===== src/rtl/cross_bar_router_1xn.sv =====
// cross_bar_router_1xn
// Routes packets from one AXI-Stream slave port to one of CHANNEL_NO master
// ports. The destination is captured from the first beat of each packet and
// the whole packet follows it. A single holding register drives all outputs.
// Packets addressed past the last channel are discarded and counted.
module cross_bar_router_1xn #(
    parameter int DSEL_WIDTH = 2,
    parameter int CHANNEL_NO = 2**DSEL_WIDTH,
    parameter int DATA_WIDTH = 32,
    parameter int CNT_WIDTH  = 16
) (
    input  logic                  aclk,
    input  logic                  areset,

    input  logic [DATA_WIDTH-1:0] s_axis_tdata,
    input  logic [DSEL_WIDTH-1:0] s_axis_tdest,
    input  logic                  s_axis_tvalid,
    input  logic                  s_axis_tlast,
    output logic                  s_axis_tready,

    output logic [DATA_WIDTH-1:0] m_axis_tdata [CHANNEL_NO],
    output logic [CHANNEL_NO-1:0] m_axis_tvalid,
    output logic [CHANNEL_NO-1:0] m_axis_tlast,
    input  logic [CHANNEL_NO-1:0] m_axis_tready,

    output logic [CNT_WIDTH-1:0]  drop_count
);

    // One spare bit so that CHANNEL_NO == 2**DSEL_WIDTH is representable.
    localparam logic [DSEL_WIDTH:0] CH_LIMIT = (DSEL_WIDTH + 1)'(CHANNEL_NO);

    typedef enum logic [1:0] {
        IDLE  = 2'b00,
        ROUTE = 2'b01,
        DROP  = 2'b10
    } state_t;

    state_t                  state;
    state_t                  state_next;

    logic [DSEL_WIDTH-1:0]   pkt_dest;
    logic                    out_valid;
    logic [DATA_WIDTH-1:0]   out_data;
    logic                    out_last;
    logic [DSEL_WIDTH-1:0]   out_dest;

    logic                    sel_ready;
    logic                    s_hs;
    logic                    load;
    logic                    drain;
    logic                    drop_done;

    // A destination is routable only if it names an existing output.
    function automatic logic dest_legal(input logic [DSEL_WIDTH-1:0] dest);
        return ({1'b0, dest} < CH_LIMIT);
    endfunction

    // Drop counter increment that sticks at all-ones instead of wrapping.
    function automatic logic [CNT_WIDTH-1:0] sat_inc(input logic [CNT_WIDTH-1:0] cnt);
        return (cnt == {CNT_WIDTH{1'b1}}) ? cnt : cnt + CNT_WIDTH'(1);
    endfunction

    // Ready of the output currently addressed by the holding register.
    always_comb begin
        sel_ready = 1'b0;
        for (int i = 0; i < CHANNEL_NO; i++) begin
            if (out_dest == DSEL_WIDTH'(i)) begin
                sel_ready = m_axis_tready[i];
            end
        end
    end

    // FSM state register; an illegal encoding falls back to IDLE via next-state logic.
    always_ff @(posedge aclk) begin
        if (areset) begin
            state <= IDLE;
        end else begin
            state <= state_next;
        end
    end

    // FSM next-state: IDLE classifies the packet, ROUTE/DROP run until the tlast beat.
    always_comb begin
        state_next = state;
        case (state)
            IDLE: begin
                if (s_axis_tvalid) begin
                    state_next = dest_legal(s_axis_tdest) ? ROUTE : DROP;
                end
            end
            ROUTE: begin
                if (s_hs && s_axis_tlast) begin
                    state_next = IDLE;
                end
            end
            DROP: begin
                if (s_hs && s_axis_tlast) begin
                    state_next = IDLE;
                end
            end
            default: begin
                state_next = IDLE;
            end
        endcase
    end

    // FSM outputs: IDLE never consumes a beat, ROUTE waits for room, DROP sinks everything.
    always_comb begin
        s_axis_tready = 1'b0;
        case (state)
            IDLE:    s_axis_tready = 1'b0;
            ROUTE:   s_axis_tready = !out_valid || sel_ready;
            DROP:    s_axis_tready = 1'b1;
            default: s_axis_tready = 1'b0;
        endcase
        s_hs      = s_axis_tvalid && s_axis_tready;
        load      = s_hs && (state == ROUTE);
        drop_done = s_hs && s_axis_tlast && (state == DROP);
        drain     = out_valid && sel_ready;
    end

    // Destination of the packet in flight, captured only from its first beat.
    always_ff @(posedge aclk) begin
        if (areset) begin
            pkt_dest <= '0;
        end else if ((state == IDLE) && s_axis_tvalid) begin
            pkt_dest <= s_axis_tdest;
        end
    end

    // Holding-register occupancy: a load wins over a drain in the same cycle.
    always_ff @(posedge aclk) begin
        if (areset) begin
            out_valid <= 1'b0;
        end else if (load) begin
            out_valid <= 1'b1;
        end else if (drain) begin
            out_valid <= 1'b0;
        end
    end

    // Destination of the held beat; stays put while the beat waits for ready.
    always_ff @(posedge aclk) begin
        if (areset) begin
            out_dest <= '0;
        end else if (load) begin
            out_dest <= pkt_dest;
        end
    end

    // Held beat payload; qualified by out_valid so it needs no reset.
    always_ff @(posedge aclk) begin
        if (load) begin
            out_data <= s_axis_tdata;
            out_last <= s_axis_tlast;
        end
    end

    // Count each discarded packet once, on its tlast beat.
    always_ff @(posedge aclk) begin
        if (areset) begin
            drop_count <= '0;
        end else if (drop_done) begin
            drop_count <= sat_inc(drop_count);
        end
    end

    // Fan the holding register out to every channel; only the addressed one is valid.
    always_comb begin
        for (int i = 0; i < CHANNEL_NO; i++) begin
            m_axis_tdata[i]  = out_data;
            m_axis_tvalid[i] = out_valid && (out_dest == DSEL_WIDTH'(i));
            m_axis_tlast[i]  = out_last && m_axis_tvalid[i];
        end
    end

endmodule


===== config.mk =====
export PLATFORM = sky130hd
export DESIGN_NAME = cross_bar_router_1xn
export DESIGN_NICKNAME = d
export VERILOG_FILES = /design/src/rtl/cross_bar_router_1xn.sv
export SDC_FILE = /design/constraint.sdc
export NUM_CORES = 1
export LEC_CHECK = 0
export CORE_MARGIN = 5
export CORE_UTILIZATION = 30
export DETAILED_ROUTE_END_ITERATION = 8
export GPL_TIMING_DRIVEN = 0
export PLACE_DENSITY = 0.87
export SLEW_MARGIN = 10
export SYNTH_ARGS = -nofsm -noshare
export SYNTH_HDL_FRONTEND = slang
export SYNTH_SLANG_ARGS = --single-unit
export TNS_END_PERCENT = 5

===== constraint.sdc =====
create_clock -name aclk -period 3.13 [get_ports aclk]
set_input_delay 0.626 -clock aclk [delete_from_list [all_inputs] [get_ports aclk]]
set_output_delay 0.626 -clock aclk [all_outputs]
set_load 0.01 [all_outputs]

==> results of run 1 <==
-- final cells by class --
cell class                 instances  area share
buffer                           113       0.198
tap                               99      0.0288
clock inverter                     3     0.00901
multi-input combinational         51      0.0689
timing repair buffer             180       0.421
sequential                        39       0.258
clock buffer                       5      0.0160
-- final timing paths --
| kind | from | to | slack, ns |
|---|---|---|---|
| worst min register to register | pkt_dest[1] | out_dest[1] | 0.48 |
| worst max-delay path | m_axis_tready[2] | s_axis_tready | 0.31 |
| worst min-delay path | pkt_dest[1] | out_dest[1] | 0.48 |
| worst max register to register | out_dest[0] | out_data[21] | 1.50 |
-- worst max-delay path, stage by stage --
cell	delay (ns)
clkdlybuf4s50_1	0.47
mux2i_2	0.10
a22oi_1	0.28
and2_1	0.16
clkdlybuf4s50_1	0.55
-- cell usage after synthesis --
| cell type | number |
|---|---|
| buf_4 | 112 |
| nor2b_1 | 2 |
| buf_6 | 1 |
| a22oi_1 | 1 |
| a21oi_1 | 1 |
| edfxtp_1 | 33 |
| and2_1 | 3 |
| nand2b_1 | 6 |
| nand2_1 | 3 |
| conb_1 | 1 |
| mux2i_2 | 1 |
| mux2i_1 | 5 |
| dfxtp_1 | 6 |
| a211oi_1 | 1 |
| nor2_1 | 9 |
| a221oi_4 | 1 |
| and3_1 | 2 |
-- cell families after synthesis --
logic type / Yosys count / synth area share
mux: 6 / 0.0290
compound gates: 4 / 0.0210
other cells: 1 / 0.00170
flops: 39 / 0.504
simple gates: 25 / 0.0574
buf+inv: 113 / 0.387
-- state kept, by name (all words and copies together) (netlist names) --
name	cells
out_valid	1
pkt_dest	2
out_data	32
out_last	1
state	1
out_dest	2
-- per-layer routing --
| layer | global-route usage | part of all wire | vias up |
|---|---|---|---|
| li1 | - | - | 889 |
| met1 | 0.111 | 0.31 | 793 |
| met2 | 0.257 | 0.56 | 102 |
| met3 | 0.0524 | 0.12 | 7 |
| met4 | 0.0213 | 0.0078 | 2 |
| met5 | 0 | 0.0020 | - |
-- metrics by stage --
stage	utilization	cells	hold slack [ns]	setup slack [ns]
global route	0.596	490	0.500	0.201
CTS	0.596	490	0.483	0.310
global placement	0.577	480	0.461	0.129
detailed placement	0.582	482	0.472	0.307
floorplan	-	203	0.451	0.966
finish	0.596	490	0.477	0.310
-- cells in the final DEF, fill, tap and decap left out, drive strengths merged --
cell type      instances
clkdlybuf4s50        178
buf                  115
edfxtp                33
conb                  16
nor2                   9
nand2b                 6
dfxtp                  6
mux2i                  6
clkbuf                 5
and2                   3
nand2                  3
nor2b                  2
and3                   2
clkinv                 2
a221oi                 1
a22oi                  1
a21oi                  1
a211oi                 1
bufinv                 1
-- power groups by stage --
| stage | registers (mW) | logic (mW) | clock network [mW] |
|---|---|---|---|
| floorplan | 0.623 | 0.132 | 0 |
| global placement | 0.619 | 0.315 | 0 |
| detailed placement | 0.619 | 0.328 | 0 |
| CTS | 0.607 | 0.328 | 0.424 |
| global route | 0.610 | 0.346 | 0.439 |
| finish | 0.607 | 0.325 | 0.404 |
==> flow_summary_export.csv, run 1 <==
group,metric,value,unit
clocking,path_clk_slew,0.07,ns
setup_path,cp_max_fo,3,
synth,ys_types,17,
pwr,powerDensity,310,nW/um2
synth,synth_top_area_frac,0.450,
placement,placement.io_buffers,178,
sta,fmax,355,MHz
clocking,clock-sinks,39,
synth,syn_area,2200,um2
final_layout,design_area,4300,um2
run,max_cap_viol_count,0,
pwr,p_sw_frac,0.222,
sta,skew,0.00850,ns
final_layout,multiInputGateArea,297,um2
die,die_w,95.7,um
sta,fin_setup_tns,0,ns
routing,vias_per_cell,3.66,
synth,yosysSeqAreaShare,0.504,
die,die-area,9160,um2
final_layout,diodes,0,
sta,rsz0062_at_grt,"false",
die,pin_count,195,
clocking,cts_buffer_depth,2,
sta,layout_min_cycle_time,2.82,ns
placement,place_congestion,0.773,
global_route,grt_pass1_wl,8850,um
outcome,status,"completed",
pwr,switchingPower,0.297,mW
worst_hold_path,holdPathStages,2,
global_route,grt_pass1_vias,1807,
pwr,p_leak,1.81,nW
pwr,peakVddDrop,257,uV
routing,drc,0,
pwr,power_frac_comb,0.243,
final_layout,drive_above_1_share,0.317,
clocking,hold_buffers,0,
clocking,cts_tree,"yes",
final_layout,nFillCells,608,
synth,yosys_warnings,0,
setup_path,path_class,"in -> out",
worst_hold_path,hp-class,"reg -> reg",
routing,drt_first_pass_iters,4,
clocking,numCtsBuffers,5,
synth,synth_area_leaders,"edfxtp_1 45%, buf_4 38%, dfxtp_1 5.5%",
setup_path,reg2regPathDepth,4,
setup_path,startpoint_type,"primary input",
sta,hold_viol_final,0,
placement,place_area,4200,um2
pwr,p_seq_frac,0.454,
die,row_count,31,
pwr,p_clk_frac,0.303,
placement,dp_hpwl,5670,um
final_layout,nNetsFinal,432,
routing,drt_iter0_markers,29,
clocking,cts_resized,0,
clocking,clk_latency,0.29,ns
pwr,finalPower,1.34,mW
clocking,cts_root_buf,"clkbuf_8",
synth,syn_inst,188,
routing,totalWireLength,6400,um
routing,drt-wirelength-per-cell,13.1,um
clocking,cts_max_level,2,
setup_path,worstPathArrival,2.19,ns
setup_path,cp_data_required_time,2.50,ns
final_layout,area_growth,95.3,%
routing,via_count,1793,
pwr,p_int,1.04,mW
sta,setup_viol,0,
die,start_util,0.305,
synth,yosysTopAreaCell,"edfxtp_1",
clocking,post_cts_buffers,0,
global_route,grt_antenna_before_repair,1,
sta,fin_crit_sh,0.901,
global_route,grt_use_total,0.125,
synth,ys_seq_elements,39,
sta,report.final.slew_viol_count,0,
routing,ant_nets,0,
die,fp.dieH,95.7,um
global_route,gr-total-overflow,0,
final_layout,seqCellArea,1110,um2
die,core,7210,um2
global_route,grt_max_degree,19,
synth,syn_avg_cell_area,11.7,um2
setup_path,crit_path_end_kind,"output pin",
No activity file was read; power rests on OpenSTA's default activity.
==> inputs of run 2 (changes only) <==
--- a/config.mk
+++ b/config.mk
@@ -10,7 +10,6 @@
 export DETAILED_ROUTE_END_ITERATION = 8
 export GPL_TIMING_DRIVEN = 0
 export PLACE_DENSITY = 0.87
-export SLEW_MARGIN = 10
 export SYNTH_ARGS = -nofsm -noshare
 export SYNTH_HDL_FRONTEND = slang
 export SYNTH_SLANG_ARGS = --single-unit
==> run 2 against run 1 <==
  * Sequential share of layout area is 0.25 points higher
  * Power down 6.8%
  * Hold slack improved by 0.00085 ns
  * Non-clock buffer count is 1 lower
  * Sequential cell count did not move
  * Fmax up 0.13%
  * Highest routed layer unchanged
  * Register-to-register slack lost 0.40 ns
==> flow_summary_export.csv, run 2 (synthesis gave the netlist of run 1 again) <==
group,metric,value,unit
outcome,status,"completed",
sta,report.final.slew_viol_count,0,
sta,fin_crit_sh,0.900,
sta,rsz0062_at_grt,"false",
setup_path,cp_data_required_time,2.50,ns
global_route,gr-total-overflow,0,
setup_path,cpPeakStageDelay,0.55,ns
worst_hold_path,hp-class,"reg -> reg",
routing,drt_first_pass_iters,4,
pwr,powerDensity,292,nW/um2
global_route,grt_use_total,0.121,
clocking,cts_max_level,2,
routing,drt-wirelength-per-cell,12.9,um
setup_path,worstPathArrival,2.19,ns
routing,drc,0,
run,max_cap_viol_count,0,
pwr,p_seq_frac,0.488,
die,pin_count,195,
global_route,grt_pass1_wl,8570,um
setup_path,slowest_stage,"clkdlybuf4s50_1",
final_layout,design_area,4260,um2
setup_path,crit_path_frequent_cell,"clkdlybuf4s50_1",
final_layout,reg_top3,"out_data (32), out_dest (2), pkt_dest (2)",
clocking,post_cts_buffers,0,
die,fp.dieH,95.7,um
sta,tightest_slew,0.953,ns
setup_path,startpoint_type,"primary input",
placement,place_area,4180,um2
setup_path,cp_max_fo,3,
clocking,cts_tree,"yes",
pwr,p_leak,1.79,nW
global_route,grt_pass1_vias,1732,
pwr,p_int,0.961,mW
pwr,finalPower,1.25,mW
die,die_w,95.7,um
final_layout,drive_above_1_share,0.313,
setup_path,cp_cell_sequence,"clkdlybuf4s50_1 -> mux2i_2 -> a22oi_1 -> and2_1 -> clkdlybuf4s50_1",
sta,fmax,355,MHz
final_layout,final_cell_mix,"178 x clkdlybuf4s50_1, 112 x buf_4, 33 x edfxtp_1",
global_route,grt_max_degree,20,
sta,timing.slew.headroom,0.364,
clocking,clock-sinks,39,
die,row_count,31,
routing,totalWireLength,6310,um
clocking,cts_buffer_depth,2,
routing,drt_iter0_markers,33,
final_layout,nNetsFinal,431,
clocking,path_clk_slew,0.07,ns
pwr,switchingPower,0.284,mW
routing,ant_nets,0,
placement,place_congestion,0.773,
final_layout,largest_register_ffs,32,
placement,placement.io_buffers,178,
setup_path,path_class,"in -> out",
global_route,grt_antenna_before_repair,1,
die,core,7210,um2
clocking,hold_buffers,0,
final_layout,diodes,0,
placement,dp_hpwl,5610,um
sta,fin_setup_tns,0,ns
clocking,cts_resized,0,
pwr,p_sw_frac,0.228,
setup_path,rrSetupSlack,1.10,ns
die,start_util,0.305,
sta,skew,0.00694,ns
clocking,cts_root_buf,"clkbuf_8",
sta,timing.hold.ws,0.478,ns
final_layout,area_growth,93.4,%
sta,layout_min_cycle_time,2.82,ns
clocking,clk_latency,0.28,ns
clocking,numCtsBuffers,5,
final_layout,largest_register,"out_data",
routing,vias_per_cell,3.65,
pwr,power_frac_comb,0.258,
pwr,peakVddDrop,195,uV
pwr,p_clk_frac,0.254,
die,die-area,9160,um2
final_layout,mostFrequentLayoutCell,"clkdlybuf4s50_1",
sta,hold_viol_final,0,
setup_path,crit_path_end_kind,"output pin",
routing,via_count,1785,
sta,setup_viol,0,
## run 2: layer usage
metal,track usage,wire (um),vias up
met2,0.248,3530,102
met3,0.0446,761,8
met4,0.0284,52,2
met1,0.110,1950,784
li1,-,-,889
met5,0,13,-
## run 2: worst paths after layout
| check | cells past startpoint | end | startpoint |
|---|---|---|---|
| setup / recovery | 5 | s_axis_tready | m_axis_tready[2] |
| hold / removal | 2 | out_dest[0] | pkt_dest[0] |
| setup reg to reg | 4 | out_data[21] | out_dest[0] |
| hold reg to reg | 2 | out_dest[0] | pkt_dest[0] |
## run 2: final cells by class
| type | count | area (um2) |
|---|---|---|
| fill | 606 | 2950 |
| timing repair buffer | 179 | 1800 |
| sequential | 39 | 1110 |
| buffer | 113 | 852 |
| multi-input combinational | 51 | 297 |
| tap | 99 | 124 |
| clock buffer | 7 | 76.3 |
| clock inverter | 1 | 5.00 |
## run 2: metrics by stage
step	worst slack [ns]	util	std cells
finish	0.313	0.591	489
global route	0.175	0.591	489
CTS	0.306	0.591	489
detailed placement	0.303	0.579	481
global placement	0.129	0.577	480
floorplan	0.966	-	203
## run 2: critical path: cells and delay by family
kind | cells | cell delay [ns]
buffers and inverters | 2 | 1.02
AO/OA/AOI/OAI | 1 | 0.28
multiplexers | 1 | 0.10
AND/OR/NAND/NOR | 1 | 0.16
## run 2: power groups by stage
stage / combinational (mW) / clock [mW] / sequential [mW]
finish: 0.322 / 0.316 / 0.607
detailed placement: 0.326 / 0 / 0.619
CTS: 0.326 / 0.339 / 0.608
global route: 0.342 / 0.356 / 0.611
floorplan: 0.132 / 0 / 0.623
global placement: 0.315 / 0 / 0.619
==> inputs of run 3 (changes only) <==
==> constraint.sdc (replaced) <==
create_clock -name aclk -period 3.13 [get_ports aclk]
set_input_delay 0.626 -clock aclk [delete_from_list [all_inputs] [get_ports aclk]]
set_output_delay 0.626 -clock aclk [all_outputs]
set_load 0.1 [all_outputs]
==> run 3 against run 2 <==
  * Fmax decreased by 3.3%
  * Sequential cell count unchanged
  * Clock power about the same
  * Final cell count unchanged
  * Non-clock buffer count unchanged
  * Global-route usage unchanged
  * Critical endpoint is now m_axis_tvalid[1]
==> flow_summary_export.csv, run 3 (synthesis gave the netlist of run 1 again) <==
group,metric,value,unit
pwr,switchingPower,0.782,mW
routing,drt-wirelength-per-cell,12.9,um
pwr,p_int,0.958,mW
placement,dp_hpwl,5610,um
final_layout,multiInputGateArea,297,um2
pwr,p_clk_frac,0.182,
die,pin_count,195,
final_layout,largest_register_ffs,32,
sta,hold_viol_final,0,
setup_path,cpPeakStageDelay,1.13,ns
routing,ant_nets,0,
setup_path,crit_path_end_kind,"output pin",
clocking,clk_latency,0.28,ns
die,die_w,95.7,um
worst_hold_path,hold_start,"pkt_dest[0]",
clocking,post_cts_buffers,0,
global_route,grt_antenna_before_repair,1,
clocking,path_clk_slew,0.07,ns
global_route,grt_pass1_vias,1732,
run,max_cap_viol_count,0,
die,row_count,31,
setup_path,r2r_end,"out_data[21]",
sta,timing.hold.ws,0.478,ns
pwr,power_frac_comb,0.469,
routing,drt_first_pass_iters,4,
die,start_util,0.305,
setup_path,startpoint_type,"flop",
final_layout,diodes,0,
setup_path,path_buf_inv,1,
setup_path,path_class,"reg -> out",
die,fp.dieH,95.7,um
final_layout,post-route-util,0.590,
setup_path,rrSetupSlack,1.10,ns
setup_path,worstPathArrival,2.29,ns
worst_hold_path,min_to,"out_dest[0]",
clocking,cts_max_level,2,
sta,setup_viol,0,
pwr,p_seq_frac,0.349,
sta,report.final.slew_viol_count,0,
sta,timing.slew.headroom,0.315,
sta,skew,0.00694,ns
clocking,clock-sinks,39,
worst_hold_path,hp-class,"reg -> reg",
final_layout,final_cell_mix,"177 x clkdlybuf4s50_1, 112 x buf_4, 33 x edfxtp_1",
global_route,gr-total-overflow,0,
clocking,numCtsBuffers,5,
die,die-area,9160,um2
final_layout,mostFrequentLayoutCell,"clkdlybuf4s50_1",
setup_path,slowest_stage,"clkdlybuf4s50_1",
setup_path,cp_cell_sequence,"nor2b_1 -> and2_1 -> clkdlybuf4s50_1",
final_layout,reg_top3,"out_data (32), out_dest (2), pkt_dest (2)",
final_layout,nFillCells,606,
setup_path,crit_family,"buffers and inverters",
routing,totalWireLength,6310,um
global_route,grt_max_degree,20,
final_layout,nNetsFinal,431,
sta,fmax,343,MHz
sta,rsz0062_at_grt,"false",
sta,layout_min_cycle_time,2.91,ns
routing,via_count,1785,
sta,tightest_slew,1.02,ns
final_layout,drive_above_1_share,0.315,
worst_hold_path,holdPathStages,2,
global_route,grt_use_total,0.121,
outcome,status,"completed",
final_layout,area_growth,93.2,%
routing,drc,0,
setup_path,reg2regPathDepth,4,
setup_path,r2r-start,"out_dest[0]",
setup_path,cp_max_fo,5,
clocking,cts_root_buf,"clkbuf_8",
setup_path,cp_data_required_time,2.50,ns
global_route,grt_pass1_wl,8570,um
placement,placement.io_buffers,178,
final_layout,seqCellArea,1110,um2
pwr,p_leak,1.79,nW
sta,fin_crit_sh,0.931,
clocking,cts_buffer_depth,2,
final_layout,largest_register,"out_data",
placement,place_congestion,0.773,
clocking,cts_tree,"yes",
routing,drt_iter0_markers,33,
pwr,p_sw_frac,0.449,
die,core,7210,um2
pwr,powerDensity,409,nW/um2
pwr,peakVddDrop,209,uV
routing,vias_per_cell,3.65,
run 3: cell types whose count changed in the layout (fill, tap and decap cells not counted):
cell	before	now
clkbuf_2	0	1
clkdlybuf4s50_1	178	177
run 3: what timing repair did:
| item | 4_1_cts | 5_1_grt |
|---|---|---|
| resized for setup | 2 | 1 |
| pin swaps | 0 | 0 |
| hold buffers | 0 | 0 |
| setup endpoints to repair | 1 | 1 |
run 3: metal layers:
| metal | wire length (um) | part of all wire | vias up | GRT usage |
|---|---|---|---|---|
| met5 | 13 | 0.0021 | - | 0 |
| met4 | 52 | 0.0082 | 2 | 0.0284 |
| met3 | 761 | 0.12 | 8 | 0.0446 |
| met2 | 3540 | 0.56 | 102 | 0.248 |
| met1 | 1950 | 0.31 | 784 | 0.110 |
| li1 | - | - | 889 | - |
run 3: final cells by class:
| cell class | count | share of cell area |
|---|---|---|
| buffer | 113 | 0.200 |
| clock buffer | 7 | 0.0179 |
| clock inverter | 1 | 0.00118 |
| multi-input combinational | 51 | 0.0697 |
| sequential | 39 | 0.261 |
| tap | 99 | 0.0291 |
| timing repair buffer | 179 | 0.421 |
run 3: stage by stage:
stage,area (um2),cells,total power [mW],TNS [ns],worst slack (ns)
detailed placement,4180,481,1.44,-0.296,-0.296
CTS,4260,489,1.77,0,0.0174
finish,4260,489,1.74,0,0.217
global placement,4170,480,1.43,-0.258,-0.258
global route,4260,489,1.80,0,0.119
floorplan,2260,203,1.26,0,0.690
run 3: power groups by stage:
stage	logic, mW	registers [mW]	clock network (mW)
2_1_floorplan	0.531	0.725	0
3_3_place_gp	0.811	0.619	0
3_5_place_dp	0.822	0.619	0
4_1_cts	0.821	0.608	0.339
5_1_grt	0.837	0.611	0.356
6_report	0.817	0.607	0.316
run 3: worst max path at each step:
stage | cells after the start | startpoint | end | slack, ns
2_1_floorplan | 3 | out_dest[0] | m_axis_tlast[0] | 0.69
3_3_place_gp | 5 | m_axis_tready[2] | s_axis_tready | -0.26
3_5_place_dp | 5 | m_axis_tready[2] | s_axis_tready | -0.30
4_1_cts | 5 | m_axis_tready[2] | s_axis_tready | 0.02
5_1_grt | 3 | out_valid | m_axis_tvalid[1] | 0.12
6_report | 3 | out_valid | m_axis_tvalid[1] | 0.22
run 3: worst reg2reg max path: stages (launching register included):
cell and delay, ns:
dfxtp_1 0.31, buf_6 0.13, mux2i_2 0.17, a221oi_4 0.83
buf_8 0.28
